[config.mk]
export PLATFORM = sky130hd
export DESIGN_NAME = mem_arbiter_2_flat
export DESIGN_NICKNAME = d
export VERILOG_FILES = /design/src/rtl/mem_map_pkg.sv /design/src/rtl/mem_arbiter_2_if.sv /design/src/rtl/mem_addr_check.sv /design/src/rtl/mem_arbiter_2.sv /design/src/flat_wrapper.sv
export SDC_FILE = /design/constraint.sdc
export NUM_CORES = 1
export LEC_CHECK = 0
export ABC_AREA = 1
export CAP_MARGIN = 25
export CELL_PAD_IN_SITES_DETAIL_PLACEMENT = 0
export CELL_PAD_IN_SITES_GLOBAL_PLACEMENT = 1
export CORE_MARGIN = 2
export CORE_UTILIZATION = 32
export DETAILED_ROUTE_END_ITERATION = 12
export PLACE_DENSITY = 0.82
export SYNTH_ARGS = -nofsm -noshare
export SYNTH_HDL_FRONTEND = slang
export SYNTH_SLANG_ARGS = --single-unit
[constraint.sdc]
create_clock -name clk -period 2.35 [get_ports clk]
set_input_delay 0.235 -clock clk [delete_from_list [all_inputs] [get_ports clk]]
set_output_delay 0.235 -clock clk [all_outputs]
set_load 0.02 [all_outputs]
[src/rtl/mem_map_pkg.sv]
// mem_map_pkg: shared definitions for masters of the 64-word memory chip.
// Holds the access-sequencer state encoding, the memory map constants and
// a region decoder returning {mapped, writable}.
package mem_map_pkg;

    typedef enum logic [2:0] {
        IDLE   = 3'd0,
        SETUP  = 3'd1,
        STROBE = 3'd2,
        HOLD   = 3'd3,
        DONE   = 3'd4
    } state_t;

    localparam int unsigned ROM_BASE      = 0;
    localparam int unsigned ROM_SIZE      = 16;
    localparam int unsigned RAM_LOW_BASE  = 16;
    localparam int unsigned RAM_LOW_SIZE  = 8;
    localparam int unsigned RAM_HIGH_BASE = 32;
    localparam int unsigned RAM_HIGH_SIZE = 8;

    typedef struct packed {
        logic mapped;
        logic writable;
    } region_t;

    // Unsigned wrap-around makes (addr - base) < size a single range test.
    function automatic region_t region_decode(input int unsigned addr);
        region_t r;
        r.mapped   = 1'b0;
        r.writable = 1'b0;
        if ((addr - ROM_BASE) < ROM_SIZE) begin
            r.mapped = 1'b1;
        end else if ((addr - RAM_LOW_BASE) < RAM_LOW_SIZE) begin
            r.mapped   = 1'b1;
            r.writable = 1'b1;
        end else if ((addr - RAM_HIGH_BASE) < RAM_HIGH_SIZE) begin
            r.mapped   = 1'b1;
            r.writable = 1'b1;
        end
        return r;
    endfunction

endpackage

[src/rtl/mem_arbiter_2_if.sv]
// mem_arbiter_2_if: requester handshake plus memory-chip bus for the
// two-port arbiter. slave = arbiter side, master = requesters and memory.
interface mem_arbiter_2_if #(
    parameter int DW = 16,
    parameter int AW = 6
);
    logic          req0;
    logic          req1;
    logic          we0;
    logic          we1;
    logic [AW-1:0] addr0;
    logic [AW-1:0] addr1;
    logic [DW-1:0] wdata0;
    logic [DW-1:0] wdata1;
    logic          ack0;
    logic          ack1;
    logic          err0;
    logic          err1;
    logic [DW-1:0] rdata;
    logic [AW-1:0] mem_addr;
    logic [DW-1:0] mem_in;
    logic          mem_rw;
    logic [DW-1:0] mem_out;

    modport slave (
        input  req0, req1, we0, we1, addr0, addr1, wdata0, wdata1, mem_out,
        output ack0, ack1, err0, err1, rdata, mem_addr, mem_in, mem_rw
    );

    modport master (
        output req0, req1, we0, we1, addr0, addr1, wdata0, wdata1, mem_out,
        input  ack0, ack1, err0, err1, rdata, mem_addr, mem_in, mem_rw
    );
endinterface

[src/rtl/mem_addr_check.sv]
// mem_addr_check: combinational address decode into {mapped, writable},
// usable by any master of the memory chip.
module mem_addr_check
    import mem_map_pkg::*;
#(
    parameter int AW = 6
) (
    input  logic [AW-1:0] addr,
    output logic          mapped,
    output logic          writable
);
    region_t region;

    // Decode the address against the memory map.
    always_comb begin
        region = region_decode(32'(addr));
    end

    assign mapped   = region.mapped;
    assign writable = region.writable;
endmodule

[src/rtl/mem_arbiter_2.sv]
// mem_arbiter_2: round-robin two-port arbiter and RW sequencer for the
// 64-word memory chip. Writes go SETUP -> STROBE -> HOLD so address/data
// are stable around the one-cycle RW strobe; illegal accesses skip memory.
// Optional statistics counters are enabled with `define MEM_ARB_STATS_EN.
module mem_arbiter_2
    import mem_map_pkg::*;
#(
    parameter int DW = 16,
    parameter int AW = 6
) (
    input  logic           clk,
    input  logic           rst,
    mem_arbiter_2_if.slave bus
`ifdef MEM_ARB_STATS_EN
    ,
    output logic [7:0]     grant_cnt0,
    output logic [7:0]     grant_cnt1,
    output logic [7:0]     err_cnt
`endif
);
    state_t        state_reg;
    state_t        state_next;
    logic          last_grant_reg;
    logic          grant_reg;
    logic          we_reg;
    logic          reject_reg;
    logic [AW-1:0] mem_addr_reg;
    logic [DW-1:0] mem_in_reg;
    logic [DW-1:0] rdata_reg;
    logic          mem_rw_reg;
    logic [1:0]    ack_reg;
    logic [1:0]    err_reg;

    logic          pick;
    logic          sel_we;
    logic [AW-1:0] sel_addr;
    logic [DW-1:0] sel_wdata;
    logic          sel_mapped;
    logic          sel_writable;
    logic          sel_reject;
    logic          take;

    genvar gi;

    // Port 1 wins alone or when port 0 was served last; otherwise port 0.
    assign pick      = (bus.req0 && bus.req1) ? ~last_grant_reg : bus.req1;
    assign sel_we    = pick ? bus.we1    : bus.we0;
    assign sel_addr  = pick ? bus.addr1  : bus.addr0;
    assign sel_wdata = pick ? bus.wdata1 : bus.wdata0;

    mem_addr_check #(.AW(AW)) u_addr_check (
        .addr     (sel_addr),
        .mapped   (sel_mapped),
        .writable (sel_writable)
    );

    assign sel_reject = !sel_mapped || (sel_we && !sel_writable);

    // Next-state logic; rejected accesses go straight to DONE.
    always_comb begin
        state_next = state_reg;
        take       = 1'b0;
        case (state_reg)
            IDLE: begin
                if (bus.req0 || bus.req1) begin
                    take       = 1'b1;
                    state_next = sel_reject ? DONE : SETUP;
                end
            end
            SETUP:   state_next = we_reg ? STROBE : DONE;
            STROBE:  state_next = HOLD;
            HOLD:    state_next = DONE;
            DONE:    state_next = IDLE;
            default: state_next = IDLE;
        endcase
    end

    // State register.
    always_ff @(posedge clk or posedge rst) begin
        if (rst) state_reg <= IDLE;
        else     state_reg <= state_next;
    end

    // Capture the granted request; held unchanged for the whole access.
    always_ff @(posedge clk or posedge rst) begin
        if (rst) begin
            grant_reg    <= 1'b0;
            we_reg       <= 1'b0;
            reject_reg   <= 1'b0;
            mem_addr_reg <= '0;
            mem_in_reg   <= '0;
        end else if (take) begin
            grant_reg    <= pick;
            we_reg       <= sel_we;
            reject_reg   <= sel_reject;
            mem_addr_reg <= sel_addr;
            mem_in_reg   <= sel_wdata;
        end
    end

    // Registered RW strobe, high only while in STROBE.
    always_ff @(posedge clk or posedge rst) begin
        if (rst) mem_rw_reg <= 1'b0;
        else     mem_rw_reg <= (state_next == STROBE);
    end

    // Read data is sampled from the combinational memory output in SETUP.
    always_ff @(posedge clk or posedge rst) begin
        if (rst)                                 rdata_reg <= '0;
        else if (state_reg == SETUP && !we_reg) rdata_reg <= bus.mem_out;
    end

    // Round-robin pointer moves when an access finishes.
    always_ff @(posedge clk or posedge rst) begin
        if (rst)                    last_grant_reg <= 1'b1;
        else if (state_reg == DONE) last_grant_reg <= grant_reg;
    end

    // Per-port completion and error pulses, issued the cycle after DONE.
    for (gi = 0; gi < 2; gi++) begin : g_port_resp
        always_ff @(posedge clk or posedge rst) begin
            if (rst) begin
                ack_reg[gi] <= 1'b0;
                err_reg[gi] <= 1'b0;
            end else begin
                ack_reg[gi] <= (state_reg == DONE) && (grant_reg == 1'(gi));
                err_reg[gi] <= (state_reg == DONE) && (grant_reg == 1'(gi)) && reject_reg;
            end
        end
    end

    assign bus.ack0     = ack_reg[0];
    assign bus.ack1     = ack_reg[1];
    assign bus.err0     = err_reg[0];
    assign bus.err1     = err_reg[1];
    assign bus.rdata    = rdata_reg;
    assign bus.mem_addr = mem_addr_reg;
    assign bus.mem_in   = mem_in_reg;
    assign bus.mem_rw   = mem_rw_reg;

`ifdef MEM_ARB_STATS_EN
    logic [7:0] grant_cnt_reg [2];
    logic [7:0] err_cnt_reg;

    // Served-access counters per port, wrapping.
    for (gi = 0; gi < 2; gi++) begin : g_grant_cnt
        always_ff @(posedge clk or posedge rst) begin
            if (rst)
                grant_cnt_reg[gi] <= '0;
            else if (state_reg == DONE && grant_reg == 1'(gi))
                grant_cnt_reg[gi] <= grant_cnt_reg[gi] + 8'd1;
        end
    end

    // Rejected-access counter, saturating.
    always_ff @(posedge clk or posedge rst) begin
        if (rst)
            err_cnt_reg <= '0;
        else if (state_reg == DONE && reject_reg && err_cnt_reg != 8'hFF)
            err_cnt_reg <= err_cnt_reg + 8'd1;
    end

    assign grant_cnt0 = grant_cnt_reg[0];
    assign grant_cnt1 = grant_cnt_reg[1];
    assign err_cnt    = err_cnt_reg;
`endif
endmodule

[src/flat_wrapper.sv]
// flat-port wrapper written by rule: the top's interface ports become plain ports
module mem_arbiter_2_flat import mem_map_pkg::*;
#(
    parameter int DW = 16,
    parameter int AW = 6
)
  (clk, rst, bus_req0, bus_req1, bus_we0, bus_we1, bus_addr0, bus_addr1, bus_wdata0, bus_wdata1, bus_mem_out, bus_ack0, bus_ack1, bus_err0, bus_err1, bus_rdata, bus_mem_addr, bus_mem_in, bus_mem_rw);
  mem_arbiter_2_if #(.DW(DW), .AW(AW)) bus_i ();
  input  logic clk;
  input  logic rst;
  input wire logic [$bits(bus_i.req0)-1:0] bus_req0;
  input wire logic [$bits(bus_i.req1)-1:0] bus_req1;
  input wire logic [$bits(bus_i.we0)-1:0] bus_we0;
  input wire logic [$bits(bus_i.we1)-1:0] bus_we1;
  input wire logic [$bits(bus_i.addr0)-1:0] bus_addr0;
  input wire logic [$bits(bus_i.addr1)-1:0] bus_addr1;
  input wire logic [$bits(bus_i.wdata0)-1:0] bus_wdata0;
  input wire logic [$bits(bus_i.wdata1)-1:0] bus_wdata1;
  input wire logic [$bits(bus_i.mem_out)-1:0] bus_mem_out;
  output wire logic [$bits(bus_i.ack0)-1:0] bus_ack0;
  output wire logic [$bits(bus_i.ack1)-1:0] bus_ack1;
  output wire logic [$bits(bus_i.err0)-1:0] bus_err0;
  output wire logic [$bits(bus_i.err1)-1:0] bus_err1;
  output wire logic [$bits(bus_i.rdata)-1:0] bus_rdata;
  output wire logic [$bits(bus_i.mem_addr)-1:0] bus_mem_addr;
  output wire logic [$bits(bus_i.mem_in)-1:0] bus_mem_in;
  output wire logic [$bits(bus_i.mem_rw)-1:0] bus_mem_rw;
  assign bus_i.req0 = bus_req0;
  assign bus_i.req1 = bus_req1;
  assign bus_i.we0 = bus_we0;
  assign bus_i.we1 = bus_we1;
  assign bus_i.addr0 = bus_addr0;
  assign bus_i.addr1 = bus_addr1;
  assign bus_i.wdata0 = bus_wdata0;
  assign bus_i.wdata1 = bus_wdata1;
  assign bus_i.mem_out = bus_mem_out;
  assign bus_ack0 = bus_i.ack0;
  assign bus_ack1 = bus_i.ack1;
  assign bus_err0 = bus_i.err0;
  assign bus_err1 = bus_i.err1;
  assign bus_rdata = bus_i.rdata;
  assign bus_mem_addr = bus_i.mem_addr;
  assign bus_mem_in = bus_i.mem_in;
  assign bus_mem_rw = bus_i.mem_rw;
  mem_arbiter_2 #(.DW(DW), .AW(AW)) u_core (.clk(clk), .rst(rst), .bus(bus_i));
endmodule
==> out/results.md, run 1 <==
| Result | Reported | Unit |
| --- | --- | --- |
| Status | complete, no violations | - |
| Xor/xnor share of the synthesized area | 0 | % |
| Final Hold Vio Count | 0 | - |
| Unrepaired setup endpoints after global routing | no | - |
| Data arrival time of the critical path | 1.85 | ns |
| Vertical die dimension | 87.45 | µm |
| Clock net sink count | 50 | - |
| Area Growth Syn to Fin | 56.09 | % |
| Number of slew-limit violations in the final report | 0 | - |
| WP buf/inv | 2 | - |
| Max-cap violation count | 0 | - |
| F_max | 599.9 | MHz |
| Share of the yosys chip area belonging to registers | 56.20 | % |
| Most Frequent Cell on Critical Path | sky130_fd_sc_hd__nand3_1 | - |
| Number of search-and-repair iterations in the first detailed-routing pass | 4 | - |
| Routed wire length | 5310 | µm |
| Most used standard cell by instance count after synthesis | sky130_fd_sc_hd__dfrtp_1 | - |
| Buffers added on ports | 108 | - |
| Worst slack after detailed placement | 0.3416 | ns |
| Post-synthesis instance area | 2228 | µm² |
| Fraction of the core area covered by cells at the end of the flow | 51.48 | % |
| Number of top-level pins | 109 | - |
| Multiplexer share of the synthesized area | 9.601 | % |
| Leading post-synthesis cells by cell area | sky130_fd_sc_hd__dfrtp_1 (55%), sky130_fd_sc_hd__nand2_1 (7.1%), sky130_fd_sc_hd__o21ai_1 (7.0%), sky130_fd_sc_hd__mux2_4 (6.1%), sky130_fd_sc_hd__nor2_1 (3.9%) | - |
| Overall die width | 87.45 | µm |
| Maximum fanout along the worst path | 21 | - |
| Share of the clock period used by the worst path | 70.94 | % |
| Clock latency of the later-clocked register in the worst-skew pair | 0.31 | ns |
| Post-CTS Resized | 0 | - |
| Main combinational cell family by area after synthesis | simple AND/OR/NAND/NOR gates | - |
| Adder and majority cell fraction of the synthesized area | 0 | % |
| Leakage power total | 1.531 | nW |
| Cell taking the most area after synthesis | sky130_fd_sc_hd__dfrtp_1 | - |
| Setup TNS | 0 | ns |
| Worst-case register-to-register setup slack | 0.77 | ns |
| Kind of critical path | input pin to flip-flop | - |
| Internal power summed over all cells | 2.763 | mW |
| Number of design-rule violations left by the first detailed-router iteration | 75 | - |
| R2R cell count | 5 | - |
| Overflow left after global routing | 0 | - |
| Area taken by flip-flops and latches | 1252 | µm² |
| Number of distinct standard cells referenced by the synthesized netlist | 21 | - |
| P_sw | 1.700 | mW |
| Avg Inst Size Synth | 10.13 | µm² |
| Post-CTS Hold Fix Bufs | 0 | - |
| Largest net degree at the start of global routing | 29 | - |
| Synth warnings | 0 | - |
| Kind of cell with the highest combined delay on the critical path | buffers and inverters | - |
| Antenna violations before repair | 0 | - |
| Share of the synthesized area in compound gates (AO/OA/AOI/OAI) | 11.62 | % |
| Non-filler cells, final | 409 | - |
| Floorplan row count | 30 | - |
| Synthesized netlist cell count | 220 | - |
| Relative slew margins | 66.91 | % |
| Top-area cell type share of the netlist area | 55.03 | % |
| Share of flip-flops with an asynchronous set or reset | 100.0 | % |
| CP peak stage delay | 0.50 | ns |
| Placeable Area | 6756 | µm² |
| Number of gates on the worst path with buffers counted | 7 | - |
| Area used by multi-input combinational logic | 838.3 | µm² |
| Final setup slack of the worst path | 0.6830 | ns |
| Clock-pin slew of the registers on the worst-case setup and hold paths | 0.10 | ns |
| Startpoint kind of the worst setup timing path | input pin | - |
| Slew at the pin with the worst max-slew slack | 0.4957 | ns |
| Net Count, Synth | 286 | - |
| Final Skew | 0.01466 | ns |
| Worst IR Drop VDD | 0.0004323 | V |
| Number of inserted diodes | 0 | - |
| Type of the worst min-delay path | input pin to async pin | - |
| Post-layout minimum cycle time | 1.667 | ns |
| WL/cell | 12.98 | µm |
| Number of remaining DRC errors | 0 | - |
| Launch point of the worst path | bus_req1 | - |
| Vias in the first global route | 1834 | - |
| Switching power share of the total | 38.10 | % |
| Total power consumption of the routed design | 4.463 | mW |
| CTS tree | done | - |
| Share of power burned in the clock network | 14.4 | % |
| Routability-driven placement congestion ratio | 0.7182 | - |
| Power density relative to cell area | 1283 | nW/µm² |
| All-layer global routing usage | 14.81 | % |
| Number of flops mapped to enable cells by yosys | 0 | - |
| Endpoint of the worst register-to-register path | u_core.bus.mem_in[7] | - |
| Cell-by-cell trace of the critical path | clkdlybuf4s50_1 > nor2_1 > nor3_2 > nand2_2 > clkinv_2 > nand3_1 > nand3_1 | - |
| Combinational fraction of design power | 51.9 | % |
| Area enclosed by the die boundary | 7648 | µm² |
| Vias post-DR | 1858 | - |
| Root buffer selected by CTS | sky130_fd_sc_hd__clkbuf_8 | - |
| Reg-to-reg critical path startpoint | u_core.state_reg[2] | - |
| Post-placement cell count | 401 | - |
| Setup Fix Bufs, Post-CTS | 0 | - |
| Fraction of layout cells with a size suffix above 1 | 12.77 | % |
| Critical path capture point | u_core.state_reg[2] | - |
| CTS H-Tree Depth | 2 | - |
| Final number of setup-violating endpoints | 0 | - |
| Number of nets at the end of the flow | 394 | - |
| Fraction of the mapped netlist area in simple logic gates | 16.40 | % |
| Kind of end point of the critical path | flip-flop | - |
| Bufs on Longest Clock Path | 2 | - |
| Drt via density | 4.543 | - |
| Sequential share of power | 33.7 | % |
| List of most frequent post-synthesis cells | sky130_fd_sc_hd__dfrtp_1 (49), sky130_fd_sc_hd__nand2_1 (42), sky130_fd_sc_hd__o21ai_1 (31) | - |
| Synth Flop Type | sky130_fd_sc_hd__dfrtp_1 | - |
| Total of flip-flops plus latches after synthesis | 50 | - |
| Fillers | 644 | - |
| Starting density of the core | 32.98 | % |
| Global-route wire length before repair | 8707 | µm |
| Worst Path Required | 2.53 | ns |
| Final HPWL DP | 3886 | µm |
| Number of routed nets with antenna violations | 0 | - |
| Clock buffer count from CTS | 5 | - |
| Library cell contributing the largest single delay on the critical path | sky130_fd_sc_hd__clkdlybuf4s50_1 | - |
metrics by stage:
| stage | hold slack, ns | area (µm²) |
|---|---|---|
| after CTS | 0.2911 | 3478 |
| after global routing | 0.3000 | 3478 |
| after floorplan | 0.3835 | 2228 |
| after detailed placement | 0.4699 | 3357 |
| after global placement | 0.4663 | 3357 |
| final | 0.2672 | 3478 |
worst min-delay path by stage:
stage                            from                      to  slack [ns]
2_1_floorplan          bus_mem_out[0]     u_core.bus.rdata[0]        0.38
6_report                          rst   u_core.bus.mem_in[10]        0.27
3_5_place_dp   u_core.bus.mem_addr[5]  u_core.bus.mem_addr[5]        0.47
3_3_place_gp   u_core.bus.mem_addr[5]  u_core.bus.mem_addr[5]        0.47
5_1_grt                           rst    u_core.bus.mem_in[6]        0.30
4_1_cts                           rst    u_core.bus.mem_in[6]        0.29
cells by family (layout without fill, tap and decap cells):
logic type,after synthesis,in the layout
simple gates,83,83
flops,50,50
compound gates,48,48
buf+inv,23,132
mux,16,16
placed cells by master, fill, tap and decap left out:
master and n:
sky130_fd_sc_hd__dfstp_2 1, sky130_fd_sc_hd__buf_12 1, sky130_fd_sc_hd__inv_2 3, sky130_fd_sc_hd__o21ai_2 5, sky130_fd_sc_hd__clkdlybuf4s50_1 108, sky130_fd_sc_hd__nand2_2 2, sky130_fd_sc_hd__buf_4 2, sky130_fd_sc_hd__nand3b_1 2
sky130_fd_sc_hd__dfrtp_1 49, sky130_fd_sc_hd__nor3_1 2, sky130_fd_sc_hd__clkinv_2 1, sky130_fd_sc_hd__nand3_1 9, sky130_fd_sc_hd__nor2_4 1, sky130_fd_sc_hd__inv_6 1, sky130_fd_sc_hd__nor3_2 1, sky130_fd_sc_hd__nand2_1 42
sky130_fd_sc_hd__nand3_4 1, sky130_fd_sc_hd__o21ai_0 12, sky130_fd_sc_hd__o21ai_1 31, sky130_fd_sc_hd__nor2_1 23, sky130_fd_sc_hd__clkbuf_8 6, sky130_fd_sc_hd__mux2_4 9, sky130_fd_sc_hd__bufinv_16 1, sky130_fd_sc_hd__mux2_2 7
sky130_fd_sc_hd__inv_1 9
per-layer routing:
layer / global-route usage (%) / vias up / part of all wire, % / routed length [µm]
met2: 23.07 / 70 / 47 / 2502
met4: 5.455 / 0 / 0.77 / 41
met3: 6.351 / 5 / 10 / 548
met1: 18.25 / 844 / 42 / 2217
met5: 0 / - / 0 / 0
li1: - / 939 / - / -
final cells by class:
class                           instances  area share [%]
Clock inverter                          2           1.115
Tap cell                               80           2.878
Multi-Input combinational cell        147           24.10
Inverter                               13           1.439
Sequential cell                        50           36.01
Clock buffer                            6           2.374
Timing Repair Buffer                  111           32.09
power by group through the flow:
stage / Clock [mW] / Sequential (mW) / Combinational, mW
finish: 0.644 / 1.50 / 2.32
global route: 0.703 / 1.56 / 2.53
CTS: 0.663 / 1.51 / 2.36
detailed placement: 0 / 1.52 / 2.35
global placement: 0 / 1.51 / 2.32
floorplan: 0 / 1.94 / 0.972
Note: power is estimated with default switching activity, not from simulation.
==> inputs of run 2 (changes only) <==
- CORE_UTILIZATION: 32 -> 26
- PLACE_DENSITY: 0.82 -> 0.71
- clock period: 2.35 -> 1.37 ns (I/O delays scaled with it)
==> run 2 against run 1 <==
Net effect: sequential power up 70%; largest power group unchanged; worst hold slack got worse by 0.14 ns; die area rose by 22%; via count rose by 4.6%.
==> out/results.md, run 2 (synthesis results as in run 1) <==
| Result | Reported | Unit | Delta |
| --- | --- | --- | --- |
| Status | complete, no violations | - |  |
| Area enclosed by the die boundary | 9328 | µm² | +22% |
| Largest net degree at the start of global routing | 30 | - | +3.4% |
| Number of design-rule violations left by the first detailed-router iteration | 31 | - | -59% |
| Tightest hold margin | 0.1256 | ns | -0.1416 ns |
| Most common library cell in the layout ignoring fill and taps | sky130_fd_sc_hd__clkdlybuf4s50_1 | - |  |
| Worst Path Required | 1.55 | ns | -0.98 ns |
| Overall die width | 96.58 | µm | +10% |
| Post-place instance area | 3501 | µm² | +4.3% |
| Area Growth Syn to Fin | 66.20 | % |  |
| Post-layout minimum cycle time | 1.361 | ns |  |
| Global-route wire length before repair | 8838 | µm | +1.5% |
| Clock latency of the later-clocked register in the worst-skew pair | 0.29 | ns | -0.02 ns |
| Number of routed nets with antenna violations | 0 | - | unchanged |
| Met2 Wirelength | 2861 | µm | +14% |
| Kind of cell with the highest combined delay on the critical path | flip-flops | - |  |
| Placeable Area | 8258 | µm² | +22% |
| Routability-driven placement congestion ratio | 0.7546 | - | +5.1% |
| Final setup slack of the worst path | 0.008617 | ns | -0.6744 ns |
| Final Skew | 0.005479 | ns | -0.009184 ns |
| Relative slew margins | 77.07 | % | +10 points |
| Kind of end point of the critical path | flip-flop | - |  |
| Unrepaired setup endpoints after global routing | yes | - |  |
| CTS tree | done | - |  |
| Final Hold Vio Count | 0 | - | unchanged |
| Overflow left after global routing | 0 | - | unchanged |
| Fillers | 833 | - | +29% |
| CTS H-Tree Depth | 2 | - | unchanged |
| Number of slew-limit violations in the final report | 0 | - | unchanged |
| Startpoint kind of the worst setup timing path | flip-flop | - |  |
| Vertical die dimension | 96.58 | µm | +10% |
| Kind of critical path | flip-flop to flip-flop | - |  |
| F_max | 734.5 | MHz |  |
| Root buffer selected by CTS | sky130_fd_sc_hd__clkbuf_8 | - |  |
| Total power consumption of the routed design | 7.400 | mW | +66% |
| Bufs on Longest Clock Path | 2 | - | unchanged |
| CP peak stage delay | 0.56 | ns | +0.06 ns |
| Antenna violations before repair | 0 | - | unchanged |
| Drt via density | 4.327 | - | -4.7% |
| Commonest non-fill, non-tap cells in the layout | sky130_fd_sc_hd__clkdlybuf4s50_1 (65), sky130_fd_sc_hd__dfrtp_1 (49), sky130_fd_sc_hd__dlygate4sd2_1 (40) | - |  |
| Number of inserted diodes | 0 | - | unchanged |
| Vias post-DR | 1943 | - | +4.6% |
| Vias in the first global route | 1902 | - | +3.7% |
| Cell-by-cell trace of the critical path | nand2_4 > nand2_4 > buf_6 > inv_2 > buf_12 > o21ai_1 > o21ai_1 | - |  |
| Power density relative to cell area | 1998 | nW/µm² | +56% |
| Starting density of the core | 26.98 | % | -6.0 points |
| Number of gates on the worst path with buffers counted | 7 | - | unchanged |
| Number of search-and-repair iterations in the first detailed-routing pass | 4 | - | unchanged |
| Number of nets at the end of the flow | 409 | - | +3.8% |
| Final number of setup-violating endpoints | 0 | - | unchanged |
| Slew at the pin with the worst max-slew slack | 0.3434 | ns | -0.1522 ns |
| Clock net sink count | 50 | - | unchanged |
| Share of the clock period used by the worst path | 99.37 | % |  |
| Fraction of layout cells with a size suffix above 1 | 21.80 | % | +9.0 points |
| Leakage power total | 1.760 | nW | +15% |
| Clock-pin slew of the registers on the worst-case setup and hold paths | 0.08 | ns | -0.02 ns |
| Library cell contributing the largest single delay on the critical path | sky130_fd_sc_hd__dfstp_2 | - |  |
| Type of the worst min-delay path | input pin to async pin | - |  |
| Maximum fanout along the worst path | 19 | - | -9.5% |
| WP buf/inv | 3 | - | +1 |
| R2R cell count | 7 | - | +2 |
| Detailed-route wire length on metal 1 | 2335 | µm | +5.3% |
| Worst IR Drop VDD | 0.0005278 | V | +22% |
| Data arrival time of the critical path | 1.54 | ns | -0.31 ns |
| Post-CTS Hold Fix Bufs | 0 | - | unchanged |
| Worst slack after detailed placement | -0.2257 | ns | -0.5673 ns |
| All-layer global routing usage | 12.26 | % | -2.6 points |
| Final HPWL DP | 4248 | µm | +9.3% |
| Routed wire length | 5693 | µm | +7.2% |
| Floorplan row count | 33 | - | +10% |
| Clock buffer count from CTS | 5 | - | unchanged |
| Met3 routed wirelength | 476 | µm | -13% |
| Finished layout cell area | 3704 | µm² | +6.5% |
| WL/cell | 12.68 | µm | -2.3% |
| Highest routed layer | met4 | - |  |
| Number of remaining DRC errors | 0 | - | unchanged |
| Number of top-level pins | 109 | - | unchanged |
| Max-cap violation count | 0 | - | unchanged |
| Setup TNS | 0 | ns | unchanged |
| Buffers added on ports | 108 | - | unchanged |
-- run 2: power breakdown --
group	internal [mW]	switching [mW]	leakage, nW
clock network	0.413	0.449	0.0455
registers	2.20	0.353	0.607
logic	1.77	2.21	1.11
total	4.38	3.01	1.76
-- run 2: layout make-up --
type	instances	area (µm²)	share of cell area [%]
Multi-Input combinational cell	147	928.4	25.07
Clock buffer	8	90.09	2.432
Timing Repair Buffer	126	1240	33.48
Sequential cell	50	1252	33.82
Inverter	13	61.31	1.655
Tap cell	105	131.4	3.547
-- run 2: repair_timing --
item,CTS,global route
resized for setup,57,24
endpoints found under the setup margin,71,25
setup buffers,5,0
pin swaps,3,3
-- run 2: stage by stage --
stage          std cells  utilization [%]
2_1_floorplan        220                -
3_3_place_gp         436            42.39
3_5_place_dp         436            42.39
4_1_cts              449            43.79
5_1_grt              449            44.85
6_report             449            44.85
-- run 2: final timing paths --
check	start	slack, ns	to
worst max-delay path	u_core.last_grant_reg	0.009	u_core.bus.mem_in[3]
worst min-delay path	rst	0.13	u_core.bus.mem_in[1]
worst max register to register	u_core.last_grant_reg	0.009	u_core.bus.mem_in[3]
worst min register to register	u_core.bus.mem_in[5]	0.49	u_core.bus.mem_in[5]
max in group asynchronous	rst	0.84	u_core.bus.rdata[9]
min in group clk	bus_wdata1[4]	0.44	u_core.bus.mem_in[4]
-- run 2: per-layer routing --
metal  up-vias  track usage [%]
li1        974                -
met1       899            14.56
met2        68            21.24
met3         2            4.655
met4         0            2.465
met5         -                0
